`config.mk`:
```
export PLATFORM = sky130hd
export DESIGN_NAME = llc_req_arbiter_flat
export DESIGN_NICKNAME = d
export VERILOG_FILES = /design/src/rtl/llc_req_if.sv /design/src/rtl/llc_req_arbiter.sv /design/src/flat_wrapper.sv
export SDC_FILE = /design/constraint.sdc
export NUM_CORES = 1
export LEC_CHECK = 0
export ABC_AREA = 0
export BUFFER_PORTS_ARGS = -buffer_cell sky130_fd_sc_hd__buf_2
export CAP_MARGIN = 20
export CORE_ASPECT_RATIO = 1.25
export CORE_MARGIN = 2
export CORE_UTILIZATION = 51
export CTS_CLUSTER_SIZE = 25
export DETAILED_ROUTE_END_ITERATION = 7
export GPL_TIMING_DRIVEN = 0
export PLACE_DENSITY = 0.8
export SLEW_MARGIN = 20
export SYNTH_ARGS = -nofsm -noshare
export SYNTH_HDL_FRONTEND = slang
export SYNTH_SLANG_ARGS = --single-unit
```
`constraint.sdc`:
```
create_clock -name clk -period 2.9 [get_ports clk]
set_input_delay 0.29 -clock clk [delete_from_list [all_inputs] [get_ports clk]]
set_output_delay 0.29 -clock clk [all_outputs]
set_load 0.05 [all_outputs]
```
`src/rtl/llc_req_if.sv`:
```
// Request/issue bundle between the two LLC requesters, the arbiter and the LLC port.
// master = requesters plus LLC model side, slave = arbiter side.
interface llc_req_if #(
  parameter int CMDSIZE   = 4,
  parameter int ADDR_BITS = 32
);
  logic                 l1_valid;
  logic [CMDSIZE-1:0]   l1_cmd;
  logic [ADDR_BITS-1:0] l1_addr;
  logic                 l1_ready;
  logic                 snp_valid;
  logic [CMDSIZE-1:0]   snp_cmd;
  logic [ADDR_BITS-1:0] snp_addr;
  logic                 snp_ready;
  logic                 llc_cmd_valid;
  logic [CMDSIZE-1:0]   llc_cmd;
  logic [ADDR_BITS-1:0] llc_addr;
  logic                 llc_done;

  modport master (
    output l1_valid, l1_cmd, l1_addr, snp_valid, snp_cmd, snp_addr, llc_done,
    input  l1_ready, snp_ready, llc_cmd_valid, llc_cmd, llc_addr
  );

  modport slave (
    input  l1_valid, l1_cmd, l1_addr, snp_valid, snp_cmd, snp_addr, llc_done,
    output l1_ready, snp_ready, llc_cmd_valid, llc_cmd, llc_addr
  );
endinterface

```
`src/rtl/llc_req_arbiter.sv`:
```
// Arbitrates L1 and snoop requests onto the single LLC command port, with snoop
// priority bounded by a streak limit, illegal-command filtering and a done timeout.
module llc_req_arbiter #(
  parameter int CMDSIZE          = 4,
  parameter int ADDR_BITS        = 32,
  parameter int MAX_SNOOP_STREAK = 4,
  parameter int TIMEOUT_CYCLES   = 64,
  parameter int CNT_W            = 32
) (
  input  logic             clk,
  input  logic             rst_n,
  llc_req_if.slave         bus,
  output logic             busy,
  output logic             illegal_cmd,
  output logic             timeout_err,
  output logic [CNT_W-1:0] l1_grants,
  output logic [CNT_W-1:0] snp_grants
);

  localparam int TW = $clog2(TIMEOUT_CYCLES);

  typedef enum logic [1:0] {IDLE, ISSUE, WAIT_DONE} state_t;

  state_t               state, state_nx;
  logic [3:0]           streak, streak_nx;
  logic [TW-1:0]        tcnt, tcnt_nx;
  logic                 grant_snp, grant_l1, grant_any, sel_legal;
  logic                 illegal_nx, timeout_nx;
  logic                 src_snp;
  logic [CMDSIZE-1:0]   sel_cmd, cmd_q;
  logic [ADDR_BITS-1:0] sel_addr, addr_q;

  function automatic logic l1_legal(input logic [CMDSIZE-1:0] c);
    return (c == CMDSIZE'(0)) || (c == CMDSIZE'(1)) || (c == CMDSIZE'(2)) ||
           (c == CMDSIZE'(8)) || (c == CMDSIZE'(9));
  endfunction

  function automatic logic snp_legal(input logic [CMDSIZE-1:0] c);
    return (c == CMDSIZE'(3)) || (c == CMDSIZE'(4)) || (c == CMDSIZE'(5)) ||
           (c == CMDSIZE'(6));
  endfunction

  // Snoops win unless an L1 request has already waited out a full streak.
  assign grant_snp = (state == IDLE) && bus.snp_valid &&
                     (!bus.l1_valid || (streak < 4'(MAX_SNOOP_STREAK)));
  assign grant_l1  = (state == IDLE) && bus.l1_valid && !grant_snp;
  assign grant_any = grant_snp || grant_l1;
  assign sel_cmd   = grant_snp ? bus.snp_cmd  : bus.l1_cmd;
  assign sel_addr  = grant_snp ? bus.snp_addr : bus.l1_addr;
  assign sel_legal = grant_snp ? snp_legal(bus.snp_cmd) : l1_legal(bus.l1_cmd);

  assign bus.l1_ready      = grant_l1;
  assign bus.snp_ready     = grant_snp;
  assign bus.llc_cmd_valid = (state == ISSUE);
  assign bus.llc_cmd       = cmd_q;
  assign bus.llc_addr      = addr_q;
  assign busy              = (state != IDLE);

  always_comb begin
    state_nx   = state;
    streak_nx  = streak;
    tcnt_nx    = tcnt;
    illegal_nx = 1'b0;
    timeout_nx = 1'b0;
    case (state)
      IDLE: begin
        if (grant_any) begin
          if (sel_legal) state_nx = ISSUE;
          else           illegal_nx = 1'b1;
        end
        if (grant_snp && bus.l1_valid)
          streak_nx = (streak >= 4'(MAX_SNOOP_STREAK)) ? streak : streak + 4'd1;
        else if (grant_any)
          streak_nx = 4'd0;
      end
      ISSUE: begin
        state_nx = WAIT_DONE;
        tcnt_nx  = '0;
      end
      WAIT_DONE: begin
        if (bus.llc_done) begin
          state_nx = IDLE;
          tcnt_nx  = '0;
        end else if (tcnt == TW'(TIMEOUT_CYCLES - 1)) begin
          state_nx   = IDLE;
          timeout_nx = 1'b1;
          tcnt_nx    = '0;
        end else begin
          tcnt_nx = tcnt + TW'(1);
        end
      end
      default: state_nx = IDLE;
    endcase
  end

  // Only legal grants overwrite the held command, so a dropped one leaves it intact.
  always_ff @(posedge clk or negedge rst_n) begin
    if (!rst_n) begin
      state       <= IDLE;
      streak      <= 4'd0;
      tcnt        <= '0;
      illegal_cmd <= 1'b0;
      timeout_err <= 1'b0;
      cmd_q       <= '0;
      addr_q      <= '0;
      src_snp     <= 1'b0;
      l1_grants   <= '0;
      snp_grants  <= '0;
    end else begin
      state       <= state_nx;
      streak      <= streak_nx;
      tcnt        <= tcnt_nx;
      illegal_cmd <= illegal_nx;
      timeout_err <= timeout_nx;
      if (grant_any && sel_legal) begin
        cmd_q   <= sel_cmd;
        addr_q  <= sel_addr;
        src_snp <= grant_snp;
      end
      if (state == ISSUE) begin
        if (src_snp) snp_grants <= snp_grants + CNT_W'(1);
        else         l1_grants  <= l1_grants + CNT_W'(1);
      end
    end
  end

endmodule
```
`src/flat_wrapper.sv`:
```
// flat-port wrapper written by rule: the top's interface ports become plain ports
module llc_req_arbiter_flat 
#(
  parameter int CMDSIZE          = 4,
  parameter int ADDR_BITS        = 32,
  parameter int MAX_SNOOP_STREAK = 4,
  parameter int TIMEOUT_CYCLES   = 64,
  parameter int CNT_W            = 32
)
  (clk, rst_n, busy, illegal_cmd, timeout_err, l1_grants, snp_grants, bus_l1_valid, bus_l1_cmd, bus_l1_addr, bus_snp_valid, bus_snp_cmd, bus_snp_addr, bus_llc_done, bus_l1_ready, bus_snp_ready, bus_llc_cmd_valid, bus_llc_cmd, bus_llc_addr);
  llc_req_if #(.CMDSIZE(CMDSIZE), .ADDR_BITS(ADDR_BITS)) bus_i ();
  input  logic clk;
  input  logic rst_n;
  output logic busy;
  output logic illegal_cmd;
  output logic timeout_err;
  output logic [CNT_W-1:0] l1_grants;
  output logic [CNT_W-1:0] snp_grants;
  input wire logic [$bits(bus_i.l1_valid)-1:0] bus_l1_valid;
  input wire logic [$bits(bus_i.l1_cmd)-1:0] bus_l1_cmd;
  input wire logic [$bits(bus_i.l1_addr)-1:0] bus_l1_addr;
  input wire logic [$bits(bus_i.snp_valid)-1:0] bus_snp_valid;
  input wire logic [$bits(bus_i.snp_cmd)-1:0] bus_snp_cmd;
  input wire logic [$bits(bus_i.snp_addr)-1:0] bus_snp_addr;
  input wire logic [$bits(bus_i.llc_done)-1:0] bus_llc_done;
  output wire logic [$bits(bus_i.l1_ready)-1:0] bus_l1_ready;
  output wire logic [$bits(bus_i.snp_ready)-1:0] bus_snp_ready;
  output wire logic [$bits(bus_i.llc_cmd_valid)-1:0] bus_llc_cmd_valid;
  output wire logic [$bits(bus_i.llc_cmd)-1:0] bus_llc_cmd;
  output wire logic [$bits(bus_i.llc_addr)-1:0] bus_llc_addr;
  assign bus_i.l1_valid = bus_l1_valid;
  assign bus_i.l1_cmd = bus_l1_cmd;
  assign bus_i.l1_addr = bus_l1_addr;
  assign bus_i.snp_valid = bus_snp_valid;
  assign bus_i.snp_cmd = bus_snp_cmd;
  assign bus_i.snp_addr = bus_snp_addr;
  assign bus_i.llc_done = bus_llc_done;
  assign bus_l1_ready = bus_i.l1_ready;
  assign bus_snp_ready = bus_i.snp_ready;
  assign bus_llc_cmd_valid = bus_i.llc_cmd_valid;
  assign bus_llc_cmd = bus_i.llc_cmd;
  assign bus_llc_addr = bus_i.llc_addr;
  llc_req_arbiter #(.CMDSIZE(CMDSIZE), .ADDR_BITS(ADDR_BITS), .MAX_SNOOP_STREAK(MAX_SNOOP_STREAK), .TIMEOUT_CYCLES(TIMEOUT_CYCLES), .CNT_W(CNT_W)) u_core (.clk(clk), .rst_n(rst_n), .bus(bus_i), .busy(busy), .illegal_cmd(illegal_cmd), .timeout_err(timeout_err), .l1_grants(l1_grants), .snp_grants(snp_grants));
endmodule
```
# Word-level counts from Yosys, hierarchy flattened
# Cells that the tools add are included.
classes:
  addsub: 4
  n_lt_le_gt_ge: 2
  n_eq_ne: 15
  mux: 20
  bitwise: 1
  n_reduce_logical: 26
op_table:
  columns: ["op", "count"]
  rows:
  - ["$add A32 B1 Y32 const B", 2]
  - ["$mux W32", 1]
  - ["$mux W4", 4]
  - ["$eq A4 B3 Y1 const B", 3]
  - ["$mux W6", 2]
  - ["$pmux W6 S2", 1]
  - ["$logic_or A1 B1 Y1", 9]
  - ["$eq A4 B2 Y1 const B", 2]
  - ["$eq A4 B4 Y1 const B", 2]
  - ["$mux W2", 4]
  - ["$mux W1", 7]
  - ["$add A6 B1 Y6 const B", 1]
  - ["$eq A6 B6 Y1 const B", 1]
  - ["$logic_and A1 B1 Y1", 6]
  - ["$pmux W2 S3", 1]
  - ["$reduce_and A3 Y1", 2]
  - ["$reduce_bool A2 Y1", 3]
  - ["$add A4 B1 Y4 const B", 1]
  - ["$eq A4 B1 Y1 const B", 1]
  - ["$ge A4 B3 Y1 const B", 1]
  - ["$logic_not A4 Y1", 1]
  - ["$lt A4 B3 Y1 const B", 1]
  - ["$ne A2 B1 Y1 const B", 2]
  - ["$reduce_and A2 Y1", 2]
  - ["7 further kinds", 8]
totals:
  reg_bits: 115
  in_bits: 77
  word_cells: 78

# Logic depth before layout (Yosys ltp)
# Gate-level depths: netlist of the first run.
depth:
  ltp_word: 9
  depth_mapped: 9
  mapped_depth_nobuf: 7

# Worst setup path before layout of the first run
# No wires, ideal clock.
synth_path:
  path_kind: "reg2reg"
  from: "reg u_core.state[1]"
  to: "reg u_core.snp_grants[29]"
  arrival_ps: 2293
  required_ps: 2818
  setup_slack_ps: 525
  path_stages_with_launch: 8
  synth_period_minus_slack_ps: 2375
  path_cell_list: "dfrtp_1 -> inv_1 -> ha_1 -> nand4_1 -> or4_1 -> buf_2 -> nor4_4 -> xor2_1"
synth_via:
  elab_chain_cells: 2
synth_rtl:
  columns: ["item", "line_no", "rtl"]
  rows:
  - ["from (decl)", "llc_req_arbiter.sv:24", "state_t state, state_nx;"]
  - ["from (signal assigned)", "llc_req_arbiter.sv:110", "state <= state_nx;"]
  - ["$eq A2 B1 Y1", null, null]
  - ["named net bus_llc_cmd_valid", "flat_wrapper.sv:28", "output wire logic [$bits(bus_i.llc_cmd_valid)-1:0] bus_llc_cmd_valid;"]
  - ["$reduce_and A2 Y1 (no line)", null, null]
  - ["to (signal assigned)", "llc_req_arbiter.sv:121", "if (src_snp) snp_grants <= snp_grants + CNT_W'(1);"]
  - ["to (decl)", "llc_req_arbiter.sv:17", "output logic [CNT_W-1:0] snp_grants"]
# The timed path passes the listed nets, and every way through them passes these cells.
# A chain may end at the register's enable or synchronous reset.

# Worst setup path in the final report of the first run
layout_path:
  from: "reg u_core.state[0]"
  to: "out bus_snp_ready"
layout_via:
  elab_chain_cells: 3
layout_rtl:
  columns: ["item", "line_no", "rtl"]
  rows:
  - ["$logic_not A2 Y1", "llc_req_arbiter.sv:44", "assign grant_snp = (state == IDLE) && bus.snp_valid &&"]
  - ["$logic_and A1 B1 Y1 (2 in series)", "llc_req_arbiter.sv:44", null]
  - ["to (decl)", "flat_wrapper.sv:27", "output wire logic [$bits(bus_i.snp_ready)-1:0] bus_snp_ready;"]
# Every way passes these cells.

==> results of run 1 <==
area by class of cell:
type	count	area, sq um	area share
buffer	19	153	0.0204
sequential	115	2880	0.384
timing repair buffer	184	955	0.127
inverter	12	45.0	0.00601
multi-input combinational	319	2680	0.357
clock inverter	9	126	0.0169
clock buffer	23	488	0.0651
tap	135	169	0.0225
power groups by stage:
| stage | sequential (mW) | clock, mW | combinational [mW] |
|---|---|---|---|
| floorplan | 3.38 | 0 | 1.15 |
| global placement | 2.24 | 0 | 2.91 |
| global route | 2.31 | 2.26 | 3.13 |
| detailed placement | 2.26 | 0 | 2.99 |
| CTS | 2.25 | 2.19 | 2.99 |
| finish | 2.25 | 2.15 | 2.96 |
cell usage in the layout (no fill, tap or decap), types with 2 or more instances in the layout:
cell,instances
buf_2,189
dfrtp_1,115
nand2_1,36
mux2_4,36
xnor2_1,35
xor2_1,29
mux2_2,28
nand3_1,22
nand4_1,17
clkbuf_16,17
nor2_1,13
inv_1,12
mux2_1,10
nor3_2,9
and3_1,8
nor3_1,8
and4_1,8
nor4_1,8
ha_1,8
clkbuf_1,7
buf_6,4
o21ai_0,4
clkinv_2,4
clkbuf_8,4
a21oi_1,3
o31ai_1,3
buf_12,3
or4_1,3
bufinv_16,3
o21a_1,2
nand2b_1,2
and2_1,2
nor2b_1,2
a22o_1,2
a2111o_1,2
o211ai_1,2
nor4_2,2
worst max-delay path, stage by stage, from the launching register on:
cell and delay (ps):
dfrtp_1 390, inv_1 140, ha_1 260, nand2_1 110, or2_1 230, clkbuf_1 140
buf_6 170, inv_1 110, buf_2 280
metrics by stage:
stage          worst slack, ps  instances  utilization  cell area [sq um]  total power [mW]
2_1_floorplan              525        465            -               5750              4.53
3_3_place_gp               203        782        0.620               6830              5.15
3_5_place_dp               449        783        0.623               6870              5.25
4_1_cts                    362        816        0.679               7490              7.43
5_1_grt                    210        816        0.679               7490              7.69
6_report                   397        816        0.679               7490              7.37
path summary, 6_finish.rpt:
path	cells after the start	endpoint	slack (ps)	start
max in group asynchronous	3	u_core.bus.llc_cmd[2]	1810	rst_n
min in group asynchronous	2	u_core.snp_grants[18]	420	rst_n
hold / removal	3	u_core.illegal_cmd	200	bus_snp_cmd[3]
hold reg to reg	1	u_core.l1_grants[31]	460	u_core.l1_grants[31]
setup / recovery	8	bus_snp_ready	400	u_core.state[0]
setup reg to reg	8	u_core.bus.llc_addr[3]	460	u_core.state[0]
per-layer routing:
layer | wire, um | share of wire | global-route usage | vias to the layer above
li1 | - | - | - | 2060
met1 | 5290 | 0.41 | 0.263 | 2153
met4 | 185 | 0.014 | 0.0711 | 0
met5 | 0 | 0 | 0 | -
met2 | 6640 | 0.51 | 0.373 | 162
met3 | 898 | 0.069 | 0.0695 | 19
registers in the layout, indices dropped and copies added, names as in the netlist:
name and cells:
u_core.state 2, u_core.bus.llc_cmd 4, u_core.streak 4, u_core.bus.llc_addr 32
u_core.l1_grants 32, u_core.src_snp 1, u_core.tcnt 6, u_core.snp_grants 32
u_core.illegal_cmd 1, u_core.timeout_err 1
logic make-up after synthesis:
| kind of cell | after synthesis | share of synthesized area |
|---|---|---|
| fa+ha+maj | 8 | 0.0174 |
| xor+xnor | 64 | 0.0974 |
| compound gates | 27 | 0.0357 |
| mux | 75 | 0.170 |
| flops | 115 | 0.500 |
| simple gates | 145 | 0.145 |
| buf+inv | 31 | 0.0344 |
what timing repair did:
item | 4_1_cts | 5_1_grt
hold endpoints to repair | 53 | 0
hold buffers | 1 | 0
setup buffers | 0 | 0
==> impl_metrics.toml, run 1 <==
[detailed_routing]
wirelength_um = 13000
routed_via_density = 5.38
drtPass1Iterations = 4
drc = 0
first_iter_violations = 127
wire_per_inst_um = 16.0
detail-route-antenna-nets = 0
num_vias = 4394

[pwr]
comb_power_share = 0.402
p_leak_nw = 3.80
p_sw_frac = 0.399
seqPwrFrac = 0.305
peakVddDrop_mv = 0.869
power_density_mw_per_mm2 = 984
internal_power_mw = 4.43
clkPwrFrac = 0.292
p_sw_mw = 2.94

[logic_synthesis]
ys_ff_latch = 115
yosys_most_used_dff = "dfrtp_1"
postSynthCellCount = 465
yosysMostFrequentCell = "dfrtp_1"
syn_nets = 550
synth_top_cell_by_area = "dfrtp_1"
synth-edff-count = 0
synth_cell_types = 48
ys_seq_area_frac = 0.500
synth.top_cell.area_share = 0.500
syn_area_sq_mm = 0.00575
syn_area_per_cell_sq_um = 12.4
yosys_warnings = 0
synthArstFlopShare = 1.00
yosys-top-cells-count = "dfrtp_1 (115), mux2_4 (36), nand2_1 (36)"
synthTopCellsByArea = "dfrtp_1 (50%), mux2_4 (9.4%), mux2_2 (5.5%)"

[sta]
hold_viol = 0
layout_worst_path_cycle_share = 0.863
setup_viol = 0
whs_ps = 199
max_slew_margin = 0.532
fmax_mhz = 400
clock_skew_ps = 7.94
tightest_slew_ps = 696
rsz0062_at_grt = "false"
min_period_ps = 2500
drv_slew = 0
tns_ps = 0

[clock_network]
cts_sinks = 115
h-tree-depth = 4
clockBufferDepth = 2
root_buffer = "clkbuf_16"
clk_latency_ps = 400
post_cts_resized = 0
path_clk_slew_ps = 60
numCtsBuffers = 17
cts_tree = "yes"

[worst_setup_path]
cp_max_fo = 10
crit_arrival_ps = 2210
worstSetupPathType = "register to output pin"
worst_setup_path_start_kind = "register"
critPathCaptureType = "output pin"
cp_data_required_time_ps = 2610

[placed_design]
place.gp.congestion = 0.829
dp_hpwl_um = 9530
port_buffers = 182

[global_route]
grt-ovfl-total = 0
antenna_found_initial = 0
grt_pass1_wl_um = 21300
grt_max_degree = 63
grt_pass1_vias = 4473
grt_usage = 0.219

[final_layout]
num_antenna_cells = 0
drive_gt1_frac = 0.449
area_growth_pct = 30.2
fillers = 814
layout.nets = 753

[die]
row_count = 43
die_x_um = 99.0
core_area_sq_mm = 0.0110
die-area_sq_mm = 0.0122
num_io_pins = 183
die_height_um = 123
initial_utilization = 0.522

[hold_path]
holdCritPathClass = "primary input to register"

[flow_run]
drv_cap = 0

[status]
status = "completed"
No activity file was read; power rests on OpenSTA's default activity.
==> run 2, diff against run 1 <==
Settings changed: REMOVE_ABC_BUFFERS set to 1.
==> run 2 against run 1 <==
Clock power shrank 5%; largest cell class unchanged; die area is the same; clock-buffer cell count is the same; highest routed layer unchanged.
==> impl_metrics.toml, run 2 (synthesis gave the netlist of run 1 again) <==
[final_layout]
final_common_cell = "buf_2"
area_growth_pct = 28.2
layout.nets = 740
mostFrequentLayoutCells = "buf_2 (181), dfrtp_1 (115), nand2_1 (36), mux2_4 (36), xnor2_1 (35)"
num_antenna_cells = 0
drive_gt1_frac = 0.448
utilization = 0.669

[hold_path]
holdCritPathClass = "primary input to register"
hold_end = "u_core.illegal_cmd"
hp-start = "bus_snp_cmd[3]"
min_path_cells = 3

[detailed_routing]
detail-route-antenna-nets = 0
wirelength_um = 12900
first_iter_violations = 142
drc = 0
num_vias = 4295
wire_per_inst_um = 16.1
routed_via_density = 5.35
drtPass1Iterations = 5

[global_route]
grt_usage = 0.212
met1_usage = 0.265
grt_max_degree = 66
antenna_found_initial = 0
grt_pass1_wl_um = 20600
grt_util_met3 = 0.0649
grt_pass1_vias = 4251
busiest_layer = "met2"
use_met2 = 0.353
grt-ovfl-total = 0

[sta]
min_period_ps = 2580
layout_worst_path_cycle_share = 0.888
hold_viol = 0
max_slew_margin = 0.482
tightest_slew_ps = 771
setup_viol = 0
whs_ps = 198
drv_slew = 0
rsz0062_at_grt = "false"
tns_ps = 0
fmax_mhz = 388
clock_skew_ps = 15.7

[pwr]
p_sw_mw = 2.92
comb_power_share = 0.405
seqPwrFrac = 0.312
p_leak_nw = 3.74
clkPwrFrac = 0.283
power_density_mw_per_mm2 = 976
peakVddDrop_mv = 0.758
internal_power_mw = 4.28
p_sw_frac = 0.405

[clock_network]
path_clk_slew_ps = 50
root_buffer = "clkbuf_16"
cts_tree = "yes"
cts_sinks = 115
numCtsBuffers = 17
clockBufferDepth = 2
clk_latency_ps = 410
h-tree-depth = 4

[die]
num_io_pins = 183
die_height_um = 123
row_count = 43
die-area_sq_mm = 0.0122
initial_utilization = 0.522
core_area_sq_mm = 0.0110
die_x_um = 99.0

[worst_setup_path]
reg2reg_from = "u_core.state[1]"
cp_data_required_time_ps = 3180
cp_max_fo = 26
worst_setup_path_start_kind = "register"
timing.rr.end = "u_core.bus.llc_addr[23]"
rrSetupSlack_ps = 320
worstSetupPathType = "register to register"
r2r_cells = 7
crit_arrival_ps = 2860
critPathCaptureType = "register"

[status]
status = "completed"

[placed_design]
dp_hpwl_um = 9360
place.gp.congestion = 0.848
port_buffers = 182

[flow_run]
drv_cap = 0
run 2: layer usage:
layer / routed length, um / part of all wire / vias up
li1: - / - / 2029
met1: 5380 / 0.42 / 2095
met2: 6490 / 0.50 / 153
met3: 852 / 0.066 / 18
met4: 206 / 0.016 / 0
met5: 0 / 0 / -
run 2: worst max-delay path by stage:
stage                     from                 endpoint  slack, ps  cells past startpoint
2_1_floorplan  u_core.state[0]  u_core.bus.llc_addr[19]       -640                      6
3_3_place_gp   u_core.state[0]  u_core.bus.llc_addr[24]      -1210                      6
3_5_place_dp   u_core.state[1]     u_core.l1_grants[31]        110                      6
4_1_cts        u_core.state[1]     u_core.l1_grants[31]         90                      6
5_1_grt        u_core.state[1]  u_core.bus.llc_addr[20]         90                      7
6_report       u_core.state[1]  u_core.bus.llc_addr[23]        320                      7
run 2: timing repair:
item	4_1_cts	5_1_grt
hold endpoints to repair	50	0
endpoints found under the setup margin	0	7
gates resized for setup	0	0
hold buffers	1	0
setup buffers	0	4
run 2: cell type report:
class                      count  area, sq um
sequential                   115         2880
inverter                      12         45.0
multi-input combinational    319         2680
tap                          135          169
fill                         821         3650
timing repair buffer         190         1020
clock inverter                 9          104
clock buffer                  23          478
run 2: critical path, cell delays in order (launching register included):
cell	delay, ps
dfrtp_1	400
inv_1	130
ha_1	230
nand2_1	150
nor3_1	440
a21o_2	470
buf_12	270
mux2_2	360
run 2: power groups by stage:
stage	sequential, mW	combinational (mW)	clock [mW]
after floorplan	3.38	1.10	0
after global routing	2.30	3.07	2.14
after detailed placement	2.25	2.94	0
after CTS	2.25	2.94	2.07
after global placement	2.23	2.86	0
final	2.25	2.92	2.04
run 2: through the flow:
stage               cell area [sq um]  setup slack (ps)  power (mW)  instances
finish                           7380               323        7.20        803
global route                     7380              90.6        7.51        803
CTS                              7350              94.4        7.26        799
detailed placement               6760               113        5.19        766
global placement                 6680             -1210        5.10        763
floorplan                        5600              -643        4.47        446
==> run 3, diff against run 2 <==
Settings changed: CTS_CLUSTER_SIZE 25 to 10, MAX_ROUTING_LAYER set to met4.
==> run 3 against run 2 <==
Sequential cell count stayed put; largest power group unchanged; critical endpoint unchanged; hold slack better by 6.9 ps; clock skew is 6.6 ps lower; cell count stayed put; sequential share of layout area stayed put.
==> impl_metrics.toml, run 3 (synthesis gave the netlist of run 1 again) <==
[status]
status = "completed"

[detailed_routing]
detail-route-antenna-nets = 0
wire_per_inst_um = 16.0
drtPass1Iterations = 4
first_iter_violations = 179
num_vias = 4272
drc = 0
wirelength_um = 12900
routed_via_density = 5.32

[final_layout]
fillers = 816
layout.nets = 740
final_common_cell = "buf_2"
num_antenna_cells = 0
area_growth_pct = 28.2
stdcell_count = 803
mostFrequentLayoutCells = "buf_2 (181), dfrtp_1 (115), nand2_1 (36), mux2_4 (36), xnor2_1 (35)"
drive_gt1_frac = 0.448

[placed_design]
place_inst = 766
dp_hpwl_um = 9360
place.gp.congestion = 0.861
port_buffers = 182

[worst_setup_path]
r2r_cells = 7
worstSetupPathType = "register to register"
startpoint = "u_core.state[1]"
critPathCaptureType = "register"
crit_arrival_ps = 2850
reg2reg_from = "u_core.state[1]"
cp_data_required_time_ps = 3180
endpoint = "u_core.bus.llc_addr[23]"
cp_slowest_stage_delay_ps = 470
cp_max_fo = 26
crit_chain = "inv_1 -> ha_1 -> nand2_1 -> nor3_1 -> a21o_2 -> buf_12 -> mux2_2"
rrSetupSlack_ps = 330
timing.rr.end = "u_core.bus.llc_addr[23]"
critPathSlowestCell = "a21o_2"
worst_setup_path_start_kind = "register"

[sta]
tns_ps = 0
drv_slew = 0
min_period_ps = 2570
layout_worst_path_cycle_share = 0.887
fmax_mhz = 389
clock_skew_ps = 9.16
rsz0062_at_grt = "false"
setup_viol = 0
max_slew_margin = 0.482
hold_viol = 0
tightest_slew_ps = 771
whs_ps = 204

[global_route]
grt_max_degree = 66
grt_pass1_wl_um = 20600
antenna_found_initial = 0
grt-ovfl-total = 0
grt_pass1_vias = 4272
grt_usage = 0.217

[clock_network]
post_cts_resized = 0
cts_tree = "yes"
clk_latency_ps = 400
cts_sinks = 115
numCtsBuffers = 17
clockBufferDepth = 2
path_clk_slew_ps = 50
root_buffer = "clkbuf_16"
h-tree-depth = 4

[pwr]
p_leak_nw = 3.74
peakVddDrop_mv = 0.759
power_density_mw_per_mm2 = 975
power_mw = 7.19

[flow_run]
drv_cap = 0

[hold_path]
holdCritPathClass = "primary input to register"

[die]
die_x_um = 99.0
initial_utilization = 0.522
core_area_sq_mm = 0.0110
num_io_pins = 183
die_height_um = 123
row_count = 43
die-area_sq_mm = 0.0122
==> run 3: cell counts in the layout (fill, tap and decap cells not counted) <==
Identical to the previous run, type by type.
==> run 3: per-layer routing <==
layer | vias up | track usage | routed length (um)
li1 | 2029 | - | -
met1 | 2076 | 0.268 | 5450
met5 | - | - | 0
met4 | 0 | 0.0702 | 160
met3 | 14 | 0.0547 | 747
met2 | 153 | 0.353 | 6530
==> run 3: worst min path at each step <==
stage | cells after the start | slack [ps] | endpoint | startpoint
3_5_place_dp | 1 | 270 | u_core.streak[1] | rst_n
2_1_floorplan | 0 | -6 | u_core.bus.llc_addr[0] | rst_n
6_report | 3 | 200 | u_core.illegal_cmd | bus_snp_cmd[3]
3_3_place_gp | 1 | 450 | u_core.l1_grants[31] | u_core.l1_grants[31]
4_1_cts | 3 | 180 | u_core.illegal_cmd | bus_snp_cmd[3]
5_1_grt | 3 | 210 | u_core.illegal_cmd | bus_snp_cmd[3]
==> run 3: where the power goes <==
group / total, mW / switching, mW / internal (mW)
Sequential: 2.25 / 0.265 / 1.98
Combinational: 2.92 / 1.94 / 0.976
Clock: 2.03 / 0.702 / 1.33
Total: 7.19 / 2.91 / 4.28
==> run 3: through the flow <==
stage | utilization | instance area [sq um] | worst slack (ps)
floorplan | - | 5600 | -643
global placement | 0.606 | 6680 | -1210
detailed placement | 0.612 | 6760 | 113
CTS | 0.666 | 7350 | 94.4
global route | 0.669 | 7380 | 92.1
finish | 0.669 | 7380 | 327
==> run 3: timing repair <==
item                                    CTS  global route
hold buffers                              1             0
endpoints found under the setup margin    0             7
endpoints found under the hold margin    50             0
buffers inserted                          0             4
==> run 3: area by class of cell <==
type                    instances  area, sq um  share of cell area
clock inverters                 9          104              0.0141
clock buffers                  23          478              0.0648
repair buffers                190         1020               0.139
well taps                     135          169              0.0229
inverters                      12         45.0             0.00611
multi-input cells             319         2680               0.363
flip-flops and latches        115         2880               0.390
==> run 3: critical path, delay by kind of cell, from the launching register on <==
kind | cells | cell delay, ps
buffers and inverters | 2 | 400
AO/OA/AOI/OAI | 1 | 470
multiplexers | 1 | 360
flip-flops | 1 | 400
adder cells (fa/ha/maj) | 1 | 230
AND/OR/NAND/NOR | 2 | 600
